File: src/rtl/jpeg_harness_pkg.sv
// Shared types and constants for the JPEG stream self-test harness.
// The optional pixel CRC is enabled with JPEG_HARNESS_CRC_EN.
package jpeg_harness_pkg;

    typedef enum logic [2:0] {
        S_IDLE,
        S_FETCH,
        S_SEND,
        S_FLUSH,
        S_WAIT,
        S_DONE
    } state_e;

    localparam logic [31:0] CRC32_POLY = 32'h04C1_1DB7;
    localparam logic [31:0] CRC32_INIT = 32'hFFFF_FFFF;

endpackage

File: src/rtl/jpeg_harness_crc24.sv
// Combinational CRC-32 step over one {R,G,B} pixel, MSB of R first.
// Instantiated by jpeg_stream_harness only when JPEG_HARNESS_CRC_EN is defined.
module jpeg_harness_crc24
    import jpeg_harness_pkg::*;
(
    input  logic [31:0] crc_i,
    input  logic [23:0] data_i,
    output logic [31:0] crc_o
);

    always_comb begin
        crc_o = crc_i;
        for (int i = 23; i >= 0; i--) begin
            if (crc_o[31] ^ data_i[i]) crc_o = {crc_o[30:0], 1'b0} ^ CRC32_POLY;
            else                       crc_o = {crc_o[30:0], 1'b0};
        end
    end

endmodule

File: src/rtl/jpeg_stream_harness.sv
// Replays a ROM-held JPEG image plus 0x00 flush bytes into the parser and counts returned pixels.
// Define JPEG_HARNESS_CRC_EN to compute a CRC-32 over the pixel stream; otherwise pixel_crc is constant.
module jpeg_stream_harness
    import jpeg_harness_pkg::*;
#(
    parameter int ROM_AW         = 19,
    parameter int FLUSH_BYTES    = 200,
    parameter int TIMEOUT_CYCLES = 20000000,
    parameter int TMO_W          = 25,
    parameter int DIM_W          = 16,
    parameter int PIX_W          = 32
) (
    input  logic              clk,
    input  logic              rst,
    input  logic              start,
    input  logic [ROM_AW:0]   rom_len,
    output logic [ROM_AW-1:0] rom_addr,
    input  logic [7:0]        rom_data,
    output logic [7:0]        byte_out,
    output logic              byte_valid,
    input  logic              parser_ready,
    input  logic [DIM_W-1:0]  img_width,
    input  logic [DIM_W-1:0]  img_height,
    input  logic              dims_valid,
    input  logic              rgb_valid,
    input  logic [23:0]       rgb_in,
    output logic [PIX_W-1:0]  pixel_cnt,
    output logic [PIX_W-1:0]  total_pixels,
    output logic              busy,
    output logic              done,
    output logic              pass,
    output logic              timeout,
    output logic [31:0]       pixel_crc
);

    localparam int FC_W = (FLUSH_BYTES > 1) ? $clog2(FLUSH_BYTES) : 1;

    state_e            state_q, state_d;
    logic [ROM_AW:0]   idx_q, idx_d;
    logic [ROM_AW:0]   len_q, len_d;
    logic [7:0]        bout_q, bout_d;
    logic              bvld_q, bvld_d;
    logic [FC_W-1:0]   fcnt_q, fcnt_d;
    logic [TMO_W-1:0]  tmo_q, tmo_d;
    logic [PIX_W-1:0]  pix_q, pix_d;
    logic [PIX_W-1:0]  tot_q, tot_d;
    logic              pass_q, pass_d;
    logic              tout_q, tout_d;
    logic              active, accept, start_ok, cnt_pix;

    assign active   = (state_q == S_FETCH) || (state_q == S_SEND) ||
                      (state_q == S_FLUSH) || (state_q == S_WAIT);
    assign start_ok = start && ((state_q == S_IDLE) || (state_q == S_DONE));
    assign accept   = bvld_q && parser_ready;
    assign cnt_pix  = active && rgb_valid;

    always_comb begin
        state_d = state_q;
        idx_d   = idx_q;
        len_d   = len_q;
        bout_d  = bout_q;
        bvld_d  = bvld_q;
        fcnt_d  = fcnt_q;
        tmo_d   = tmo_q;
        pix_d   = pix_q;
        tot_d   = tot_q;
        pass_d  = pass_q;
        tout_d  = tout_q;

        if (cnt_pix && !(&pix_q)) pix_d = pix_q + 1'b1;
        if (active && (tot_q == '0) && dims_valid && (img_width != '0) && (img_height != '0))
            tot_d = PIX_W'(img_width) * PIX_W'(img_height);

        case (state_q)
            S_IDLE, S_DONE: begin
                if (start) begin
                    idx_d  = '0;
                    len_d  = rom_len;
                    fcnt_d = '0;
                    tmo_d  = '0;
                    pix_d  = '0;
                    tot_d  = '0;
                    pass_d = 1'b0;
                    tout_d = 1'b0;
                    if (rom_len != '0) begin
                        state_d = S_FETCH;
                    end else if (FLUSH_BYTES != 0) begin
                        state_d = S_FLUSH;
                        bout_d  = 8'h00;
                        bvld_d  = 1'b1;
                    end else begin
                        state_d = S_WAIT;
                    end
                end
            end
            S_FETCH: begin
                bout_d  = rom_data;
                bvld_d  = 1'b1;
                state_d = S_SEND;
            end
            S_SEND: begin
                if (accept) begin
                    idx_d  = idx_q + 1'b1;
                    bvld_d = 1'b0;
                    if (idx_q == len_q - 1'b1) begin
                        if (FLUSH_BYTES != 0) begin
                            state_d = S_FLUSH;
                            bout_d  = 8'h00;
                            bvld_d  = 1'b1;
                            fcnt_d  = '0;
                        end else begin
                            state_d = S_WAIT;
                        end
                    end else begin
                        state_d = S_FETCH;
                    end
                end
            end
            S_FLUSH: begin
                if (accept) begin
                    if (fcnt_q == FC_W'(FLUSH_BYTES - 1)) begin
                        bvld_d  = 1'b0;
                        state_d = S_WAIT;
                    end else begin
                        fcnt_d = fcnt_q + 1'b1;
                    end
                end
            end
            S_WAIT: begin
                // Completion wins over timeout when both hold in the same cycle.
                if ((tot_q != '0) && (pix_q >= tot_q)) begin
                    state_d = S_DONE;
                    pass_d  = 1'b1;
                end else if (tmo_q == TMO_W'(TIMEOUT_CYCLES - 1)) begin
                    state_d = S_DONE;
                    tout_d  = 1'b1;
                end else begin
                    tmo_d = tmo_q + 1'b1;
                end
            end
            default: state_d = S_IDLE;
        endcase
    end

    always_ff @(posedge clk) begin
        if (rst) begin
            state_q <= S_IDLE;
            idx_q   <= '0;
            len_q   <= '0;
            bout_q  <= '0;
            bvld_q  <= 1'b0;
            fcnt_q  <= '0;
            tmo_q   <= '0;
            pix_q   <= '0;
            tot_q   <= '0;
            pass_q  <= 1'b0;
            tout_q  <= 1'b0;
        end else begin
            state_q <= state_d;
            idx_q   <= idx_d;
            len_q   <= len_d;
            bout_q  <= bout_d;
            bvld_q  <= bvld_d;
            fcnt_q  <= fcnt_d;
            tmo_q   <= tmo_d;
            pix_q   <= pix_d;
            tot_q   <= tot_d;
            pass_q  <= pass_d;
            tout_q  <= tout_d;
        end
    end

    // Address follows the next index so a registered ROM has the byte ready by the end of FETCH.
    assign rom_addr     = idx_d[ROM_AW-1:0];
    assign byte_out     = bout_q;
    assign byte_valid   = bvld_q;
    assign pixel_cnt    = pix_q;
    assign total_pixels = tot_q;
    assign busy         = active;
    assign done         = (state_q == S_DONE);
    assign pass         = pass_q;
    assign timeout      = tout_q;

`ifdef JPEG_HARNESS_CRC_EN
    logic [31:0] crc_q, crc_d, crc_nxt;

    jpeg_harness_crc24 u_crc (
        .crc_i  (crc_q),
        .data_i (rgb_in),
        .crc_o  (crc_nxt)
    );

    always_comb begin
        crc_d = crc_q;
        if (start_ok)     crc_d = CRC32_INIT;
        else if (cnt_pix) crc_d = crc_nxt;
    end

    always_ff @(posedge clk) begin
        if (rst) crc_q <= CRC32_INIT;
        else     crc_q <= crc_d;
    end

    assign pixel_crc = crc_q;
`else
    logic unused_crc_inputs;
    assign unused_crc_inputs = ^{rgb_in, start_ok};
    assign pixel_crc = CRC32_INIT;
`endif

endmodule
File: config.mk
export PLATFORM = sky130hd
export DESIGN_NAME = jpeg_stream_harness
export DESIGN_NICKNAME = d
export VERILOG_FILES = /design/src/rtl/jpeg_harness_pkg.sv /design/src/rtl/jpeg_harness_crc24.sv /design/src/rtl/jpeg_stream_harness.sv
export SDC_FILE = /design/constraint.sdc
export NUM_CORES = 1
export LEC_CHECK = 0
export CORE_MARGIN = 8
export CORE_UTILIZATION = 41
export CTS_BUF_LIST = sky130_fd_sc_hd__clkbuf_16
export DETAILED_ROUTE_END_ITERATION = 10
export SLEW_MARGIN = 0
export SYNTH_ARGS = -nofsm -noshare
export SYNTH_HDL_FRONTEND = slang
export SYNTH_SLANG_ARGS = --single-unit
File: constraint.sdc
create_clock -name clk -period 10.1 [get_ports clk]
set_input_delay 2.02 -clock clk [delete_from_list [all_inputs] [get_ports clk]]
set_output_delay 2.02 -clock clk [all_outputs]
set_load 0.05 [all_outputs]
-- Word-level counts from Yosys, hierarchy flattened
Cells that the tools add are included.
- equality and inequality tests: 20
- $lt $le $gt $ge: 1
- multiplexer cells: 44
- multipliers: 1
- reductions and logical operators: 34
- add/subtract/negate cells: 5
- operators with widths (cell ; count):
    two-way mux 32 bit ; 6
    two-way mux 25 bit ; 3
    two-way mux 8 bit ; 7
    case mux 25 bit (2 select lines) ; 1
    case mux 8 bit (3 select lines) ; 2
    two-way mux 20 bit ; 2
    case mux 20 bit (2 select lines) ; 1
    adder 32 x 1 -> 32 bit (second input constant) ; 1
    >= comparator 32 bit ; 1
    zero test 32 bit ; 1
    multiplier 16 x 16 -> 32 bit ; 1
    AND reduction 32 bit ; 1
    nonzero test 16 bit ; 2
    nonzero test 32 bit ; 1
    adder 25 x 1 -> 25 bit (second input constant) ; 1
    equality test 25 bit (second input constant) ; 1
    adder 20 x 1 -> 20 bit (second input constant) ; 1
    equality test 20 bit ; 1
    nonzero test 20 bit ; 1
    subtractor 20 x 1 -> 20 bit (second input constant) ; 1
    two-way mux 3 bit ; 6
    case mux 3 bit (5 select lines) ; 1
    != test 2 bit (second input constant) ; 7
    AND reduction 6 bit ; 2
    other kinds (23) ; 53
- register bits: 151

-- Depth between registers and ports, before layout
Gate-level depths: netlist (run 1).
- depth in word-level cells: 11
- depth in mapped cells: 25

-- Worst setup path before layout (run 1)
Ideal clock, no wire load.
- path type: in2reg
- start: input port img_height[9]
- end: register tot_q[28] (netlist: total_pixels[28])
- arrival: 7.788 ns
- path buffers: 2
- path slack: 2.233 ns
- stages: 24
- data required time: 10.021 ns
- library setup time: 0.079 ns
- cell sequence: clkbuf_1 > clkbuf_1 > nand2_1 > fa_1 > inv_1 > fa_1 > inv_1 > fa_1 > inv_1 > fa_1 > fa_1 > inv_1 > fa_1 > inv_1 > ha_1 > o21ai_0 > a21oi_1 > nand4_1 > or2_2 > o21ai_0 > o21bai_1 > o21ai_0 > mux2_2 > o211ai_1
- word-level cells in the longest chain between the ends: 5
- ends and longest elaborated chain (element ; RTL line ; source):
    from (decl) ; jpeg_stream_harness.sv:23 ; input logic [DIM_W-1:0] img_height,
    parallel branches: the longest is 2 deep, another holds multiplier 16 x 16 -> 32 bit ; n/a ;
    two-way mux 32 bit (*) ; jpeg_stream_harness.sv:71 ; if (active && (tot_q == '0) && dims_valid && (img_width != '0) && (img_height != '0))
    two-way mux 32 bit ; jpeg_stream_harness.sv:76 ; if (start) begin
    two-way mux 32 bit (*) ; jpeg_stream_harness.sv:74 ; case (state_q)
    to (signal assigned) ; jpeg_stream_harness.sv:167 ; tot_q <= tot_d;
    to (decl) ; jpeg_stream_harness.sv:46 ; logic [PIX_W-1:0] tot_q, tot_d;
Mark *: on every way between the ends.
A chain may end at the register's enable or synchronous reset.

-- Worst setup path in the final report (run 1)
- start: input port img_width[6]
- end: register tot_q[28] (netlist: total_pixels[28])
- word-level cells in the longest chain between the ends: 6
- ends and longest elaborated chain (element ; RTL line ; source):
    from (decl) ; jpeg_stream_harness.sv:22 ; input logic [DIM_W-1:0] img_width,
    parallel branches: the longest is 3 deep, another holds multiplier 16 x 16 -> 32 bit ; n/a ;
    two-way mux 32 bit (*) ; jpeg_stream_harness.sv:71 ;
    two-way mux 32 bit ; jpeg_stream_harness.sv:76 ;
    two-way mux 32 bit (*) ; jpeg_stream_harness.sv:74 ;
Marked as above.

==> flow_summary.toml, run 1 <==
[clocking]
clock_path_buffers = 2
ctsResizeCount = 0
cts_hold_buf = 0
postCtsSetupBuffers = 0
cts_max_level = 4
cts_tree = "built"
clk_pin_slew_ns = 0.06
cts_root_buf = "clkbuf_16"
cts.sink_count = 151
cts_inserted_buffers = 17
clkLatencyLatePin_ns = 0.44

[die]
die_y_um = 221
die_area_mm2 = 0.0488
start_util_pct = 41.3
die_width_um = 221
io-pin-count = 218
core_mm2 = 0.0417
row_count = 75

[place]
dpl.hpwl_mm = 36.6
place_ws_ns = 0.985
numPortBuffers = 161
gp_congestion = 0.865

[yosys]
synth.distinct_cells = 72
ys_async_sr_fraction_pct = 0
ys_ff_latch = 151
synth_cells = 2101
synthTopCellsByArea = "fa_1 (23%), dfxtp_1 (18%), ha_1 (10%), inv_1 (6.3%), nand2_1 (5.9%)"
ys.warnings.count = 0
syn_area_mm2 = 0.0172
yosysSeqAreaShare_pct = 17.6
synth_top_cell_by_area = "fa_1"
synth.avg_cell_area_um2 = 8.19
yosysTopAreaCellShare_pct = 22.6
synth_edf_count = 0
synth_ff_type = "dfxtp_1"

[timing]
hold_viol = 0
layout_min_cycle_time_ns = 8.79
clock.fmax_mhz = 114
clock-skew-final_ns = 0.00939
maxSlewViolCount = 0
fin_crit_sh_pct = 87.0
final.setup.tns_ns = 0
setup_violations = 0
slew_headroom_pct = 17.9
worst_slack_ns = 1.31
grt_setup_unrepaired = "no"
tightest_slew_ns = 1.21

[pwr]
irDropWorstVdd_v = 0.000309
power.leakage_nw = 8.51
total_power_mw = 6.26
p_per_area_mw_per_mm2 = 319

[setup_path]
critPathCaptureType = "flip-flop"
slowest_delay_ns = 1.10
r2r-end = "tmo_q[11]$_SDFFE_PP0P_"
slowest_stage = "clkdlybuf4s50_1"
critPathLaunchType = "input pin"
reg2reg_depth = 11
critPathKind = "input pin to flip-flop"
path_common_cell = "fa_1"
path_max_fanout = 17
cp_cell_sequence = "clkdlybuf4s50_1 -> nand2_1 -> fa_1 -> inv_1 -> fa_1 -> inv_1 -> fa_1 -> inv_1 -> fa_1 -> fa_1 -> inv_1 -> fa_1 -> inv_1 -> ha_1 -> o21ai_0 -> a21oi_1 -> nand4_1 -> or2_2 -> o21ai_0 -> o21bai_1 -> o21ai_0 -> mux2_2 -> o211ai_1"
worst-r2r-setup-slack_ns = 6.45
r2r_start = "pixel_cnt[0]$_SDFF_PP0_"
worst_ep_required_time_ns = 10.45
arrival_ns = 9.14

[detailed_routing]
dr.pass1.iters = 5
wl_per_cell_um = 17.4
ant_nets = 0
routed-via-count = 14600
routed_wl_mm = 47.7
avgViaCountPerCell = 5.32
drtIter0Drc = 810
drc = 0

[global_routing]
antenna_found_initial = 1
grt_util_met2_pct = 32.5
track_usage_pct = 19.7
gr-max-usage-layer = "met2"
met1_usage_pct = 26.4
grt_pass1_wl_mm = 79.6
grt_overflow_total = 0
grt_pass1_vias = 14800
gr-usage-met3_pct = 3.64
grt_max_degree = 88

[run]
timing.max_cap.violations = 0

[final_layout]
drive_above_1_share_pct = 3.27
area_growth_pct = 13.9
fill_cells = 4102
final_core_util_pct = 47.1
nets = 2615
diodes = 0

[hold_path]
worstHoldStart = "byte_out[2]$_SDFFE_PP0P_"
whs_path_depth = 2
holdPathEnd = "byte_out[2]$_SDFFE_PP0P_"
hp-class = "flip-flop to flip-flop"

[outcome]
outcome = "complete, no violations"
-- final cells by class --
cell class                      instances  area, µm²  share of cell area (%)
Timing Repair Buffer                  181       1760                    8.97
Inverter                              289       1080                    5.53
Tap cell                              539        674                    3.44
Sequential cell                       151       3020                    15.4
Clock inverter                         15        153                   0.778
Clock buffer                           17        425                    2.17
Multi-Input combinational cell       1550      12500                    63.7
-- per-layer routing --
metal | share of wire, % | routed length [µm]
met4 | 1.8 | 847
met1 | 45 | 21400
met3 | 5.9 | 2830
met5 | 0.019 | 9
met2 | 47 | 22500
-- flip-flops by register name (all words and copies together), names as in the netlist --
signal	flops
byte_valid	1
idx_q	20
state_q	3
pixel_cnt	32
fcnt_q	8
len_q	20
total_pixels	32
byte_out	8
timeout	1
pass	1
tmo_q	25
-- power breakdown --
group	total [mW]	leakage [nW]	switching [mW]	internal (mW)
clock	0.631	0.275	0.268	0.364
combinational	4.86	7.02	2.93	1.93
sequential	0.773	1.22	0.105	0.667
total	6.26	8.51	3.31	2.96
-- through the flow --
step | std cells | cell area, µm² | hold WS, ns
finish | 2742 | 19600 | 0.466
global route | 2742 | 19600 | 0.490
CTS | 2741 | 19600 | 0.466
detailed placement | 2709 | 19000 | 0.455
global placement | 2709 | 19000 | 0.449
floorplan | 2132 | 17300 | 0.449
-- kinds of logic (layout without fill, tap and decap cells) --
family	after synthesis	count (layout)	share of synthesized area [%]
AND/OR/NAND/NOR	796	796	23.4
buffers and inverters	431	502	10.6
adder cells (fa/ha/maj)	336	336	32.9
AO/OA/AOI/OAI	287	287	10.4
flip-flops	151	151	17.6
XOR/XNOR	90	90	4.58
multiplexers	9	9	0.560
other	1	32	0.0218
-- layout by cell type, fill, tap and decap left out, types with 10 or more instances in the layout --
cell | synthesis | routed
ha_1 | 141 | 141
buf_4 | 54 | 19
xnor2_1 | 47 | 47
o41ai_1 | 10 | 10
xor2_1 | 43 | 43
fa_1 | 194 | 194
nand4_1 | 35 | 35
nor3_1 | 20 | 20
nand3_1 | 51 | 51
clkdlybuf4s50_1 | 0 | 161
a21oi_1 | 102 | 102
dfxtp_1 | 151 | 151
conb_1 | 1 | 32
or3_1 | 17 | 17
nand2_1 | 271 | 270
and4_1 | 13 | 13
o21ai_0 | 64 | 64
nor4_1 | 29 | 29
nor2_1 | 131 | 130
a21o_1 | 22 | 22
and3_1 | 26 | 26
clkbuf_16 | 0 | 17
o21a_1 | 11 | 11
and2_1 | 144 | 144
inv_1 | 289 | 289
a31oi_1 | 16 | 16
-- worst max path at each step --
stage                       start                          end  slack (ns)  depth (start not counted)
floorplan           img_height[9]  total_pixels[28]$_SDFF_PP0_        2.23                         24
CTS                  img_width[6]  total_pixels[28]$_SDFF_PP0_        1.41                         23
detailed placement   img_width[6]  total_pixels[28]$_SDFF_PP0_        0.99                         23
global route         img_width[7]  total_pixels[28]$_SDFF_PP0_        1.01                         23
finish               img_width[6]  total_pixels[28]$_SDFF_PP0_        1.31                         23
global placement     img_width[6]  total_pixels[28]$_SDFF_PP0_        1.10                         23
-- worst max-delay path, delay by kind of cell --
kind	cells	cell delay (ns)
multiplexers	1	0.35
AO/OA/AOI/OAI	6	1.19
AND/OR/NAND/NOR	3	0.63
adder cells (fa/ha/maj)	7	3.54
buffers and inverters	6	1.39
-- cells in the mapped netlist, types with 20 or more instances --
cell,instances
buf_4,54
nand4_1,35
a21o_1,22
xnor2_1,47
fa_1,194
nor4_1,29
a21oi_1,102
and3_1,26
inv_1,289
clkbuf_1,82
nand2_1,271
and2_1,144
nor2_1,131
o21ai_0,64
dfxtp_1,151
nor3_1,20
xor2_1,43
ha_1,141
nand3_1,51
Note: power is estimated with default switching activity, not from simulation.
==> inputs of run 2 (changes only) <==
--- a/config.mk
+++ b/config.mk
@@ -5,6 +5,7 @@
 export SDC_FILE = /design/constraint.sdc
 export NUM_CORES = 1
 export LEC_CHECK = 0
+export CAP_MARGIN = 30
 export CORE_MARGIN = 8
 export CORE_UTILIZATION = 41
 export CTS_BUF_LIST = sky130_fd_sc_hd__clkbuf_16
==> run 2 against run 1 <==
  * Final cell count about the same
  * Count of clock-buffer cells in the layout is the same
  * Cell area is 0.13% lower
  * Sequential share of layout area hardly changed
  * Clock skew increased by 0.0037 ns
  * Hold slack about the same
  * Non-clock buffer count grew 2
  * Sequential power about the same
  * Clock power is 6.0% lower
  * Largest power group unchanged
  * Fmax up 1.3%
==> flow_summary.toml, run 2 (synthesized netlist as in run 1, its figures left out) <==
[clocking]
ctsResizeCount = 0
clk_pin_slew_ns = 0.06
cts_inserted_buffers = 17
cts_root_buf = "clkbuf_16"
cts.sink_count = 151
clock_path_buffers = 2
cts_max_level = 4
cts_hold_buf = 0
clkLatencyLatePin_ns = 0.44
postCtsSetupBuffers = 0
cts_tree = "built"

[pwr]
power.leakage_nw = 8.51
p_per_area_mw_per_mm2 = 318
irDropWorstVdd_v = 0.000272
total_power_mw = 6.22

[die]
row_count = 75
start_util_pct = 41.3
io-pin-count = 218
die_area_mm2 = 0.0488
core_mm2 = 0.0417
die_width_um = 221
die_y_um = 221

[detailed_routing]
wl_per_cell_um = 17.4
drc = 0
routed-via-count = 14600
ant_nets = 0
avgViaCountPerCell = 5.33
routed_wl_mm = 47.6
drtIter0Drc = 826
dr.pass1.iters = 5

[timing]
slew_headroom_pct = 33.1
final.setup.tns_ns = 0
tightest_slew_ns = 1.00
worst_slack_ns = 1.42
fin_crit_sh_pct = 85.9
hold_viol = 0
setup_violations = 0
grt_setup_unrepaired = "no"
maxSlewViolCount = 0
clock.fmax_mhz = 115
layout_min_cycle_time_ns = 8.68
clock-skew-final_ns = 0.0131

[final_layout]
final_cell_mix = "inv_1 (290), nand2_1 (270), fa_1 (194)"
diodes = 0
drive_above_1_share_pct = 3.27
stdcell_count = 2743
fill_cells = 4070
final_common_cell = "inv_1"
nets = 2617
area_growth_pct = 13.8
final_core_util_pct = 47.0

[global_routing]
grt_max_degree = 88
track_usage_pct = 19.7
grt_pass1_wl_mm = 79.9
antenna_found_initial = 0
grt_overflow_total = 0
grt_pass1_vias = 14900

[setup_path]
cp_top_family = "adder cells"
critPathBufInv = 6
cp_cell_sequence = "clkdlybuf4s50_1 -> nand2_1 -> fa_1 -> inv_1 -> fa_1 -> inv_1 -> fa_1 -> inv_1 -> fa_1 -> fa_1 -> inv_1 -> fa_1 -> inv_1 -> ha_1 -> o21ai_0 -> a21oi_1 -> nand4_1 -> or2_2 -> o21ai_0 -> o21bai_1 -> o21ai_0 -> mux2_2 -> o211ai_1"
path_max_fanout = 17
worst_ep_required_time_ns = 10.45
critPathKind = "input pin to flip-flop"
slowest_stage = "clkdlybuf4s50_1"
arrival_ns = 9.03
critPathCaptureType = "flip-flop"
critPathLaunchType = "input pin"
path_common_cell = "fa_1"
slowest_delay_ns = 1.09

[run]
timing.max_cap.violations = 0

[place]
numPortBuffers = 161
dpl.hpwl_mm = 36.6
dp_cells = 2712
gp_congestion = 0.865
place_ws_ns = 1.06

[outcome]
outcome = "complete, no violations"

[hold_path]
hp-class = "flip-flop to flip-flop"
run 2: cell count changes in the layout (fill, tap and decap cells not counted):
cell	delta
buf_2	+2
clkbuf_2	-1
clkinv_4	-2
clkinv_2	+2
bufinv_16	-1
inv_6	-1
buf_6	+1
inv_1	+1
run 2: final timing paths:
| path | from | cells after the start | slack (ns) | to |
|---|---|---|---|---|
| max reg2reg | total_pixels[9]$_SDFF_PP0_ | 11 | 6.45 | tmo_q[19]$_SDFFE_PP0P_ |
| min reg2reg | byte_out[2]$_SDFFE_PP0P_ | 2 | 0.47 | byte_out[2]$_SDFFE_PP0P_ |
| max | img_width[6] | 23 | 1.42 | total_pixels[28]$_SDFF_PP0_ |
| min | byte_out[2]$_SDFFE_PP0P_ | 2 | 0.47 | byte_out[2]$_SDFFE_PP0P_ |
run 2: routing by layer:
metal | vias up | GRT usage, % | part of all wire, % | routed length [µm]
li1 | 6974 | - | - | -
met1 | 7207 | 26.6 | 46 | 21800
met2 | 373 | 32.4 | 47 | 22600
met3 | 58 | 3.47 | 5.1 | 2440
met4 | 0 | 4.67 | 1.6 | 777
met5 | - | 0 | 0 | 0
run 2: power by group:
group / internal, mW / switching (mW)
Combinational: 1.93 / 2.93
Sequential: 0.667 / 0.104
Clock: 0.334 / 0.259
run 2: worst reg2reg max path, cell delays in order (launching register included):
cell and delay [ns]:
dfxtp_1 0.43, inv_1 0.07, ha_1 0.29, a21o_1 0.16
a21o_1 0.17, a21oi_1 0.31, o211a_1 0.30, o2111ai_1 0.27
nand2_1 0.48, nand2_1 0.45, or3_1 0.47, a21oi_1 0.16
run 2: metrics by stage:
step	hold WS (ns)	cell area, µm²
after floorplan	0.449	17300
after global placement	0.449	19000
after detailed placement	0.455	19000
after CTS	0.466	19600
after global routing	0.490	19600
final	0.466	19600
run 2: area by class of cell:
type	count	area (µm²)	area share (%)
tap	539	674	3.44
clock buffer	17	425	2.17
multi-input combinational	1550	12500	63.8
sequential	151	3020	15.4
inverter	289	1080	5.54
timing repair buffer	183	1780	9.07
clock inverter	14	110	0.562
